[config.mk]
export PLATFORM = sky130hd
export DESIGN_NAME = hazard_scoreboard
export DESIGN_NICKNAME = d
export VERILOG_FILES = /design/src/rtl/hazard_scoreboard.sv
export SDC_FILE = /design/constraint.sdc
export NUM_CORES = 1
export LEC_CHECK = 0
export BUFFER_PORTS_ARGS = -buffer_cell sky130_fd_sc_hd__clkbuf_2
export CAP_MARGIN = 20
export CORE_MARGIN = 1
export CORE_UTILIZATION = 40
export DETAILED_ROUTE_END_ITERATION = 10
export PLACE_DENSITY = 0.64
export RECOVER_POWER = 50
export SYNTH_ARGS = -nofsm -noshare
export SYNTH_HDL_FRONTEND = slang
export SYNTH_SLANG_ARGS = --single-unit
[constraint.sdc]
create_clock -name clk -period 2.2 [get_ports clk]
set_input_delay 0.33 -clock clk [delete_from_list [all_inputs] [get_ports clk]]
set_output_delay 0.33 -clock clk [all_outputs]
set_load 0.05 [all_outputs]
[src/rtl/hazard_scoreboard.sv]
// Hazard scoreboard: tracks the destination registers of the EXE/MEM/WB slots and
// raises a combinational stall for the instruction sitting in ID.
module hazard_scoreboard (
    input  logic        clk,
    input  logic        rst_n,
    input  logic        fwd_en,
    input  logic        freeze,
    input  logic        flush,
    input  logic        id_valid,
    input  logic        id_wb_en,
    input  logic        id_mem_r_en,
    input  logic [3:0]  id_dest,
    input  logic [3:0]  id_src1,
    input  logic [3:0]  id_src2,
    input  logic        id_two_src,
    output logic        hazard,
    output logic [3:0]  exe_dest,
    output logic [3:0]  mem_dest,
    output logic [3:0]  wb_dest,
    output logic        exe_wb_en,
    output logic        mem_wb_en,
    output logic        wb_wb_en,
    output logic [15:0] stall_count
);

    typedef struct packed {
        logic       wb_en;
        logic       mem_r_en;
        logic [3:0] dest;
    } exe_slot_t;

    // Past EXE the load flag no longer affects any stall decision, so it is not carried.
    typedef struct packed {
        logic       wb_en;
        logic [3:0] dest;
    } slot_t;

    exe_slot_t   exe_q;
    exe_slot_t   exe_d;
    slot_t       mem_q;
    slot_t       wb_q;
    logic [15:0] stall_cnt_q;

    logic exe_hit;
    logic mem_hit;
    logic raw_hazard;

    always_comb begin
        exe_hit = exe_q.wb_en &&
                  ((id_src1 == exe_q.dest) || (id_two_src && (id_src2 == exe_q.dest)));
        mem_hit = mem_q.wb_en &&
                  ((id_src1 == mem_q.dest) || (id_two_src && (id_src2 == mem_q.dest)));
        if (fwd_en) begin
            raw_hazard = exe_hit && exe_q.mem_r_en;
        end else begin
            raw_hazard = exe_hit || mem_hit;
        end
        // WB never stalls: the register file is written in the first half-cycle.
        hazard = id_valid && !flush && raw_hazard;
    end

    always_comb begin
        exe_d = '0;
        if (id_valid && !hazard && !flush) begin
            exe_d.wb_en    = id_wb_en;
            exe_d.mem_r_en = id_wb_en && id_mem_r_en;
            exe_d.dest     = id_dest;
        end
    end

    always_ff @(posedge clk or negedge rst_n) begin
        if (!rst_n) begin
            exe_q       <= '0;
            mem_q       <= '0;
            wb_q        <= '0;
            stall_cnt_q <= '0;
        end else if (!freeze) begin
            wb_q        <= mem_q;
            mem_q.wb_en <= exe_q.wb_en;
            mem_q.dest  <= exe_q.dest;
            exe_q       <= exe_d;
            if (hazard && (stall_cnt_q != 16'hFFFF)) begin
                stall_cnt_q <= stall_cnt_q + 16'd1;
            end
        end
    end

    assign exe_dest    = exe_q.dest;
    assign exe_wb_en   = exe_q.wb_en;
    assign mem_dest    = mem_q.dest;
    assign mem_wb_en   = mem_q.wb_en;
    assign wb_dest     = wb_q.dest;
    assign wb_wb_en    = wb_q.wb_en;
    assign stall_count = stall_cnt_q;

endmodule

Word-level counts from Yosys, hierarchy flattened
Index checks and enable logic that the tools add are counted.
Operators by class
  shifts and indexed selects: 0
  multiplexer cells: 2
  bitwise operators: 1
  $mul: 0
  eq/ne operators: 5
  reductions and logical operators: 17
  add/sub/neg operators: 1
  divide/modulo/power cells: 0
  order comparisons: 0
Operators by type and width (number)
  16-bit by 1-bit adder with 16-bit output, second input constant: 1
  4-bit equality test: 4
  16-bit != test, second input constant: 1
  1-bit logical AND: 11
  6-bit two-way mux: 1
  1-bit logical OR: 3
  1-bit logical NOT: 2
  2-bit AND reduction: 1
  1-bit two-way mux: 1
  1-bit NOT: 1
Word-level totals
  bits in latches: 0
  memory bits (read-only): 0
  flip-flop bits (word level): 32
  RAM bits: 0
  word-level logic and storage cells: 34
  memories kept: 0
  output and inout port bits: 32

Longest topological paths before layout
Gate-level depths: netlist of run 1.
  depth after elaboration: 11
  gate-level depth with buffers: 6
  depth with buffers taken out: 6

Worst setup path after synthesis of run 1
Ideal clock, no wire load.
  path type: flip-flop to output port
  from: reg mem_q (netlist bit mem_dest[0])
  to: out hazard
  cell stages (with the launch flop): 7
  data required time: 1.870 ns
  slack: -0.359 ns
  arrival: 2.229 ns
  path buffers: 1
  cells stage by stage: dfrtp_1 xnor2_1 nand4_1 o22ai_2 buf_4 nor2_1 nor2_1
Between the ends
  word-level cells in the longest chain between the ends: 7
  elaborated cells between the ends (all ways): 8
Ends and longest elaborated chain
  start, declared: line 40  | slot_t mem_q;
  4-bit equality test: line 52  | ((id_src1 == mem_q.dest) || (id_two_src && (id_src2 == mem_q.dest)));
  1-bit logical AND: line 52
  1-bit logical OR (*): line 52
  1-bit logical AND (*): line 51  | mem_hit = mem_q.wb_en &&
  1-bit logical OR (*): line 56  | raw_hazard = exe_hit || mem_hit;
  1-bit two-way mux (*): line 53  | if (fwd_en) begin
  1-bit logical AND (*): line 59  | hazard = id_valid && !flush && raw_hazard;
  end, declared: line 16  | output logic hazard,
Mark *: on every way between the ends. The rest lies on a longest branch, timed or not.

Final worst setup path of run 1
  from: reg exe_q (netlist bit exe_dest[2])
  to: out hazard
Between the ends
  word-level cells in the longest chain between the ends: 7
  elaborated cells between the ends (all ways): 9
Ends and longest elaborated chain
  start, declared: line 38  | exe_slot_t exe_q;
  start signal, assigned: line 73  | exe_q <= '0;
  start signal, assigned: line 81  | exe_q <= exe_d;
  4-bit equality test: line 50  | ((id_src1 == exe_q.dest) || (id_two_src && (id_src2 == exe_q.dest)));
  1-bit logical AND: line 50
  1-bit logical OR (*): line 50
  1-bit logical AND (*): line 49  | exe_hit = exe_q.wb_en &&
  1-bit logical OR or 1-bit logical AND (tied branches): line 56, 54
  1-bit two-way mux (*): line 53
  1-bit logical AND (*): line 59
Marks and branches as above.

==> impl_metrics.csv, run 1 <==
group,metric,value,unit
routing,drcViolationCount,0,
setup_path,setup.worst_path.class,"flip-flop to primary output",
flow_run,cap_violations,1,
synth,synthDistinctLibCells,35,
place,place_congestion,0.847,
cts,numClockSinks,32,
place,port_buffers,52,
cts,clk_pin_slew,0.07,ns
cts,cts_resized,0,
timing,skew,0.00741,ns
routing,vias,1345,
synth,ys_seq_area_frac,0.462,
pwr,p_comb_frac,0.159,
place,dpl.hpwl,2.81,mm
cts,hold_buffers,0,
synth,avgSynthCellArea,11.8,µm²
setup_path,crit_path_end_kind,"primary output",
layout,nNetsFinal,222,
synth,synth_edf_count,0,
grt,grt_overflow,0,
floorplan,dieWidth,67.8,µm
synth,yosysWarnings,0,
pwr,power.total,1410,µW
setup_path,max_stage_delay,0.44,ns
pwr,pwr-share-clk,0.387,
setup_path,cp_max_fo,5,
layout,drive_above_1_share,0.398,
pwr,power_density,664,nW/µm²
routing,viasPerCell,5.36,
layout,synthToLayoutAreaGrowth,22.7,%
floorplan,rows,23,
cts,h-tree-depth,2,
cts,cts_inserted_buffers,5,
cts,post_cts_buffers,0,
synth,netlist_area,1730,µm²
layout,fillers,384,
setup_path,critPathLaunchType,"flip-flop",
grt,antenna_found_initial,0,
setup_path,critical_path_arrival,1.77,ns
floorplan,coreArea,4090,µm²
synth,ys_seq_elements,32,
cts,cts_tree,"built",
pwr,p_seq_frac,0.454,
routing,avgRoutedWirePerCell,15.5,µm
setup_path,cp_cell_sequence,"xnor2_1, nand4_1, o22ai_2, nor2_1, nor2_4, buf_2",
routing,wirelength,3.89,mm
setup_path,worstPathRequired,1.87,ns
min_path,hp-class,"primary input to flip-flop",
grt,grt_pass1_wl,6.38,mm
layout,final_core_util,0.521,
layout,antennaDiodeCount,0,
routing,drtIter0Drc,67,
timing,hold_viol_final,0,
pwr,power.leakage,0.000953,µW
timing,setup_viol,0,
floorplan,dieArea,4600,µm²
pwr,vdd_drop_max,442,µV
routing,drt-pass1-iter-count,4,
timing,max_freq,475,MHz
synth,async_flop_share,1.00,
timing,fin_setup_tns,0,ns
timing,slew_headroom,-0.125,
synth,synth-main-ff-cell,"dfrtp_1",
timing,drv_slew,33,
routing,ant_nets,0,
grt,first_global_vias,1407,
floorplan,start_util,0.424,
pwr,p_sw_frac,0.276,
pwr,internal_power,1020,µW
synth,syn_nets,169,
grt,grt_max_degree,33,
cts,cts_buffer_depth,2,
pwr,switching_power,389,µW
timing,rsz0062_at_grt,"no",
timing,worst_slew_pin_slew,1.69,ns
run_status,violations,"max-capacitance violations, max-slew violations",
floorplan,die_y,67.8,µm
place,placed_area,2030,µm²
synth,syn_inst,147,
timing,min_period,2.10,ns
cts,cts-root-buf,"clkbuf_8",
layout,design_area,2130,µm²
grt,grt_use_total,0.191,
setup_path,cp_slowest_cell,"dfrtp_1",
run_status,outcome,"finished with violations",
cts,insertion_delay,0.28,ns
floorplan,ios,53,
timing,fin_crit_sh,0.956,
-- registers in the layout, summed over array words and instances (netlist names) --
name         cells
stall_count     16
wb_wb_en         1
exe_wb_en        1
exe_q            1
wb_dest          4
exe_dest         4
mem_dest         4
mem_wb_en        1
-- final cells by class --
type                    instances  area, µm²  share of cell area
multi-input cells             105        877               0.412
flip-flops and latches         32        805               0.378
repair buffers                 55        272               0.128
clock buffers                   6       72.6              0.0341
well taps                      50       62.6              0.0294
clock inverters                 2       35.0              0.0165
inverters                       1       3.75             0.00176
-- placed cells by master (no fill, tap or decap), types with 2 or more instances in the layout --
master and instances:
clkbuf_2 45, xnor2_1 31, dfrtp_1 29, mux2_2 10
clkbuf_1 8, nand4_1 6, o2111ai_1 6, nand2_1 5
o21ai_0 5, a22o_1 5, clkbuf_8 5, nand3_1 4
nor2_1 4, o211ai_1 4, dfrtp_2 3, o22ai_2 2
and4_1 2, nor4_1 2, nor3_1 2, buf_4 2
-- logic make-up (layout without fill, tap and decap cells) --
| group | after synthesis | after routing | share of synthesized area |
|---|---|---|---|
| adders and majority gates | 1 | 1 | 0.00722 |
| DFF | 32 | 32 | 0.462 |
| AOI/OAI and AO/OA | 25 | 25 | 0.120 |
| muxes | 11 | 11 | 0.0736 |
| buffers and inverters | 10 | 64 | 0.0361 |
| xor gates and xnor gates | 31 | 31 | 0.157 |
| and+or+nand+nor | 37 | 37 | 0.144 |
-- path summary, 6_finish.rpt --
check / cells past startpoint / to / slack, ns / startpoint
max: 6 / hazard / 0.1 / exe_dest[2]
min: 2 / exe_dest[2] / 0.27 / id_dest[2]
max reg2reg: 5 / stall_count[1] / 0.35 / stall_count[7]
min reg2reg: 1 / stall_count[14] / 0.51 / stall_count[14]
max in group asynchronous: 1 / mem_dest[3] / 0.63 / rst_n
min in group asynchronous: 1 / mem_dest[0] / 0.47 / rst_n
-- worst max-delay path: cells and delay by family (launching register included) --
family          cells  cell delay (ns)
xor+xnor            1             0.22
simple gates        3             0.37
compound gates      1             0.20
flops               1             0.44
buf+inv             1             0.26
-- power groups by stage --
stage | registers (µW) | clock network, µW | logic, µW
after floorplan | 715 | 0 | 96.7
after global placement | 651 | 0 | 226
after detailed placement | 653 | 0 | 230
after CTS | 641 | 564 | 231
after global routing | 645 | 585 | 241
final | 641 | 547 | 224
-- synthesized netlist by cell type (2+ instances only) --
cell	n	area [µm²]
dfrtp_1	32	801
and4_1	2	17.5
a22o_1	5	43.8
xnor2_1	31	272
buf_4	6	45.0
nor3_1	2	10.0
mux2_2	10	113
o22ai_2	2	25.0
buf_2	2	10.0
o211ai_1	4	30.0
o21ai_0	5	25.0
nor4_1	2	12.5
o2111ai_1	6	52.6
nor2_1	5	18.8
nand3_1	4	20.0
nand4_1	6	37.5
nand2_1	5	18.8
-- through the flow --
stage               hold slack (ns)  worst slack, ns  std cells
global placement              0.435            0.421        243
CTS                           0.147           0.0347        251
finish                        0.265           0.0966        251
floorplan                    0.0344           0.0774        147
global route                  0.265          0.00781        251
detailed placement            0.459            0.363        243
-- layer usage --
metal  vias to the layer above  GRT usage  part of all wire
met4                         0     0.0859            0.0095
li1                        640          -                 -
met5                         -          0                 0
met1                       661      0.216              0.45
met3                         4     0.0433             0.053
met2                        40      0.339              0.49
No activity file was read; power rests on OpenSTA's default activity.
==> inputs of run 2 (changes only) <==
- SETUP_SLACK_MARGIN: unset -> 0.4
==> run 2 against run 1 <==
The flow still finishes with violations (max-capacitance violations, max-slew violations). Critical path type unchanged. Final cell count increased by 5.2%. Clock-buffer cell count grew 2. Combinational power up 13%. Critical endpoint unchanged.
==> impl_metrics.csv, run 2 (synthesis gave the netlist of run 1 again) <==
group,metric,value,unit
setup_path,critPathLaunchType,"flip-flop",
timing,fin_setup_tns,0,ns
routing,drcViolationCount,0,
floorplan,ios,53,
floorplan,start_util,0.424,
timing,drv_slew,33,
pwr,internal_power,963,µW
pwr,p_comb_frac,0.188,
timing,min_period,1.91,ns
setup_path,crit_end,"hazard",
timing,slew_headroom,-0.126,
pwr,vdd_drop_max,307,µV
cts,cts_tree,"built",
setup_path,crit_start,"mem_dest[1]",
floorplan,die_y,67.8,µm
layout,synthToLayoutAreaGrowth,37.0,%
timing,fin_crit_sh,0.869,
pwr,power.total,1350,µW
layout,mostFrequentLayoutCells,"clkbuf_2 (43), xnor2_1 (26), dfrtp_2 (22), clkbuf_1 (11), buf_4 (11)",
grt,grt_use_total,0.196,
grt,grt_max_degree,33,
place,port_buffers,52,
setup_path,reg2reg_slack,0.32,ns
layout,nNetsFinal,235,
setup_path,worstPathRequired,1.87,ns
cts,numClockSinks,32,
layout,final_common_cell,"clkbuf_2",
layout,regArea,828,µm²
place,place_congestion,0.873,
pwr,p_sw_frac,0.287,
floorplan,dieArea,4600,µm²
grt,grt_overflow,0,
timing,setup_viol,0,
cts,hold_buffers,0,
routing,ant_nets,0,
timing,skew,0.00423,ns
pwr,power_density,569,nW/µm²
pwr,p_seq_frac,0.475,
place,dpl.hpwl,2.84,mm
timing,hold_viol_final,0,
pwr,power.leakage,0.00100,µW
setup_path,ff2ff_path_depth,8,
setup_path,r2r_start,"mem_dest[1]",
routing,vias,1418,
cts,cts-root-buf,"clkbuf_8",
routing,viasPerCell,5.37,
routing,avgRoutedWirePerCell,15.5,µm
min_path,hp-class,"primary input to flip-flop",
timing,max_freq,523,MHz
layout,final_core_util,0.581,
grt,first_global_vias,1407,
flow_run,cap_violations,1,
setup_path,crit_path_end_kind,"primary output",
routing,drtIter0Drc,68,
layout,antennaDiodeCount,0,
routing,wirelength,4.10,mm
cts,h-tree-depth,2,
floorplan,dieWidth,67.8,µm
layout,drive_above_1_share,0.570,
timing,rsz0062_at_grt,"yes",
cts,insertion_delay,0.28,ns
grt,grt_pass1_wl,6.45,mm
routing,drt-pass1-iter-count,4,
pwr,pwr-share-clk,0.337,
cts,cts_inserted_buffers,5,
setup_path,cp_max_fo,5,
setup_path,regToRegEndpoint,"stall_count[1]",
grt,antenna_found_initial,0,
setup_path,setup.worst_path.class,"flip-flop to primary output",
pwr,switching_power,388,µW
timing,worst_slew_pin_slew,1.69,ns
floorplan,rows,23,
run_status,outcome,"finished with violations",
layout,fillers,349,
cts,clk_pin_slew,0.06,ns
floorplan,coreArea,4090,µm²
setup_path,critical_path_arrival,1.58,ns
run_status,violations,"max-capacitance violations, max-slew violations",
layout,multiInputGateArea,975,µm²
layout,largest_register_ffs,16,
cts,cts_buffer_depth,2,
## run 2: final cells by class
| type | count | share of cell area |
|---|---|---|
| multi-input cells | 105 | 0.411 |
| flip-flops and latches | 32 | 0.349 |
| repair buffers | 68 | 0.174 |
| clock buffers | 8 | 0.0380 |
| well taps | 50 | 0.0264 |
| inverters | 1 | 0.00158 |
## run 2: how the worst min path moves through the flow
stage,slack (ns),startpoint,cells past startpoint,end
5_1_grt,0.26,id_dest[2],2,exe_dest[2]
4_1_cts,0.16,rst_n,1,wb_dest[1]
2_1_floorplan,0.03,rst_n,0,exe_dest[0]
3_3_place_gp,0.44,rst_n,1,wb_dest[1]
6_report,0.27,id_dest[0],2,exe_dest[0]
3_5_place_dp,0.46,rst_n,1,wb_dest[1]
## run 2: critical path, cell delays in order, from the launching register on
cell and delay [ns]:
dfrtp_2 0.45, xnor2_2 0.13, nand4_1 0.17, o22ai_4 0.24, nor2_4 0.05, nor2_4 0.09, buf_8 0.15
## run 2: power by group through the flow
| stage | sequential, µW | combinational, µW | clock, µW |
|---|---|---|---|
| 2_1_floorplan | 716 | 99.0 | 0 |
| 3_3_place_gp | 651 | 228 | 0 |
| 3_5_place_dp | 654 | 231 | 0 |
| 4_1_cts | 641 | 247 | 468 |
| 5_1_grt | 645 | 271 | 497 |
| 6_report | 642 | 254 | 455 |
## run 2: repair_timing
item                       4_1_cts  5_1_grt
pin swaps                        6       12
setup endpoints to repair        3       22
cloned                           0        1
buffers inserted                10        2
resized for setup                7       20
## run 2: stage by stage
stage	instances	cell area [µm²]	setup slack [ns]	hold WS (ns)
floorplan	147	1780	0.229	0.0344
finish	264	2370	0.288	0.267
detailed placement	243	2070	0.383	0.459
CTS	261	2260	0.263	0.158
global placement	243	2070	0.434	0.442
global route	264	2370	0.187	0.262
## run 2: metal layers
layer | up-vias | global-route usage | wire length (µm)
met3 | 5 | 0.0583 | 221
met5 | - | 0 | 0
met1 | 697 | 0.247 | 1860
met2 | 44 | 0.314 | 1960
met4 | 0 | 0.0729 | 54
li1 | 672 | - | -
==> inputs of run 3 (changes only) <==
- RECOVER_POWER: 50 -> unset
==> run 3 against run 2 <==
The flow now finishes without violations. Die area unchanged. Sequential power about the same. Clock skew shrank 0.0012 ns. Worst setup slack improved by 0.0038 ns. Power is 0.31% higher. Combinational power is essentially flat. Fmax is 0.20% higher. Largest power group unchanged. Highest routed layer unchanged.
==> impl_metrics.csv, run 3 (synthesis gave the netlist of run 1 again) <==
group,metric,value,unit
grt,antenna_found_initial,0,
timing,fin_crit_sh,0.867,
cts,cts_tree,"built",
layout,fin_cells,264,
layout,design_area,2390,µm²
timing,drv_slew,0,
place,dpl.hpwl,2.84,mm
floorplan,rows,23,
timing,max_freq,524,MHz
setup_path,max_stage_delay,0.45,ns
timing,min_period,1.91,ns
routing,wirelength,4.08,mm
floorplan,start_util,0.424,
routing,avgRoutedWirePerCell,15.4,µm
timing,worst_slew_pin_slew,0.791,ns
cts,clk_pin_slew,0.06,ns
floorplan,dieWidth,67.8,µm
cts,numClockSinks,32,
timing,worst_slack,0.292,ns
pwr,vdd_drop_max,308,µV
floorplan,dieArea,4600,µm²
timing,hold_viol_final,0,
timing,skew,0.00303,ns
routing,ant_nets,0,
grt,grt_max_degree,33,
layout,largest_register_ffs,16,
cts,cts_inserted_buffers,5,
floorplan,ios,53,
timing,rsz0062_at_grt,"yes",
grt,grt_use_total,0.196,
min_path,hp-class,"primary input to async pin",
routing,drtIter0Drc,71,
cts,insertion_delay,0.28,ns
place,post-place-cells,243,
cts,cts_buffer_depth,2,
place,port_buffers,52,
grt,grt_overflow,0,
pwr,power.leakage,0.00103,µW
place,dp_slack,0.383,ns
timing,fin_setup_tns,0,ns
layout,nNetsFinal,235,
layout,synthToLayoutAreaGrowth,37.8,%
setup_path,setup.worst_path.class,"flip-flop to primary output",
place,place_congestion,0.873,
cts,hold_buffers,0,
routing,vias,1419,
layout,final_common_cell,"clkbuf_2",
timing,slew_headroom,0.473,
routing,drcViolationCount,0,
setup_path,critPathMostFrequentCell,"nor2_4",
layout,mostFrequentLayoutCells,"clkbuf_2 (51), xnor2_1 (26), dfrtp_2 (22), buf_4 (12)",
routing,viasPerCell,5.38,
pwr,power_density,568,nW/µm²
routing,drt-pass1-iter-count,4,
cts,cts-root-buf,"clkbuf_8",
layout,fillers,346,
setup_path,worstPathRequired,1.87,ns
timing,setup_viol,0,
setup_path,cp_max_fo,5,
layout,antennaDiodeCount,0,
run_status,outcome,"finished, final reports clean",
floorplan,die_y,67.8,µm
grt,grt_pass1_wl,6.45,mm
setup_path,cp_cell_sequence,"xnor2_2, nand4_1, o22ai_4, nor2_4, nor2_4, buf_8",
setup_path,critical_path_arrival,1.58,ns
place,placed_area,2070,µm²
grt,first_global_vias,1407,
setup_path,cp_slowest_cell,"dfrtp_2",
floorplan,coreArea,4090,µm²
timing,whs,0.123,ns
flow_run,cap_violations,0,
cts,h-tree-depth,2,
setup_path,crit_path_end_kind,"primary output",
layout,drive_above_1_share,0.612,
setup_path,critPathLaunchType,"flip-flop",
==> run 3: path summary, 6_finish.rpt <==
check / to / slack, ns / start / cells after the start
min in group clk: exe_dest[0] / 0.27 / id_dest[0] / 2
max in group asynchronous: stall_count[0] / 1.53 / rst_n / 1
min reg2reg: stall_count[13] / 0.50 / stall_count[13] / 1
min: wb_wb_en / 0.12 / rst_n / 1
max reg2reg: stall_count[1] / 0.33 / mem_dest[1] / 8
max: hazard / 0.29 / mem_dest[1] / 6
==> run 3: what timing repair did <==
| action | CTS | global route |
|---|---|---|
| resized for setup | 7 | 20 |
| pin swaps | 6 | 12 |
| endpoints found under the setup margin | 3 | 22 |
| buffers inserted | 10 | 2 |
| gates cloned | 0 | 1 |
==> run 3: area by class of cell <==
type / count / area, µm² / area share
Multi-Input combinational cell: 105 / 975 / 0.408
Tap cell: 50 / 62.6 / 0.0262
Inverter: 1 / 3.75 / 0.00157
Sequential cell: 32 / 828 / 0.347
Clock buffer: 8 / 90.1 / 0.0377
Timing Repair Buffer: 68 / 428 / 0.179
==> run 3: power by group <==
part	total, µW	internal (µW)	leakage (µW)	switching, µW
Clock	456	255	0.0000455	201
Sequential	642	615	0.000404	26.9
Combinational	257	96.8	0.000584	161
Total	1360	966	0.00103	389
==> run 3: per-stage QoR <==
stage	utilization	total power, µW
global route	0.584	1420
finish	0.584	1360
detailed placement	0.506	885
floorplan	-	815
global placement	0.506	879
CTS	0.553	1360
==> run 3: critical path: cells and delay by family (launching register included) <==
kind,cells,cell delay [ns]
DFF,1,0.45
and+or+nand+nor,3,0.31
AOI/OAI and AO/OA,1,0.24
buffers and inverters,1,0.15
xor gates and xnor gates,1,0.13
==> run 3: routing by layer <==
layer  GRT usage  up-vias  wire [µm]
met5           0        -          0
met4      0.0729        0         54
met3      0.0583        5        209
met2       0.314       42       1970
met1       0.247      701       1840
li1            -      671          -
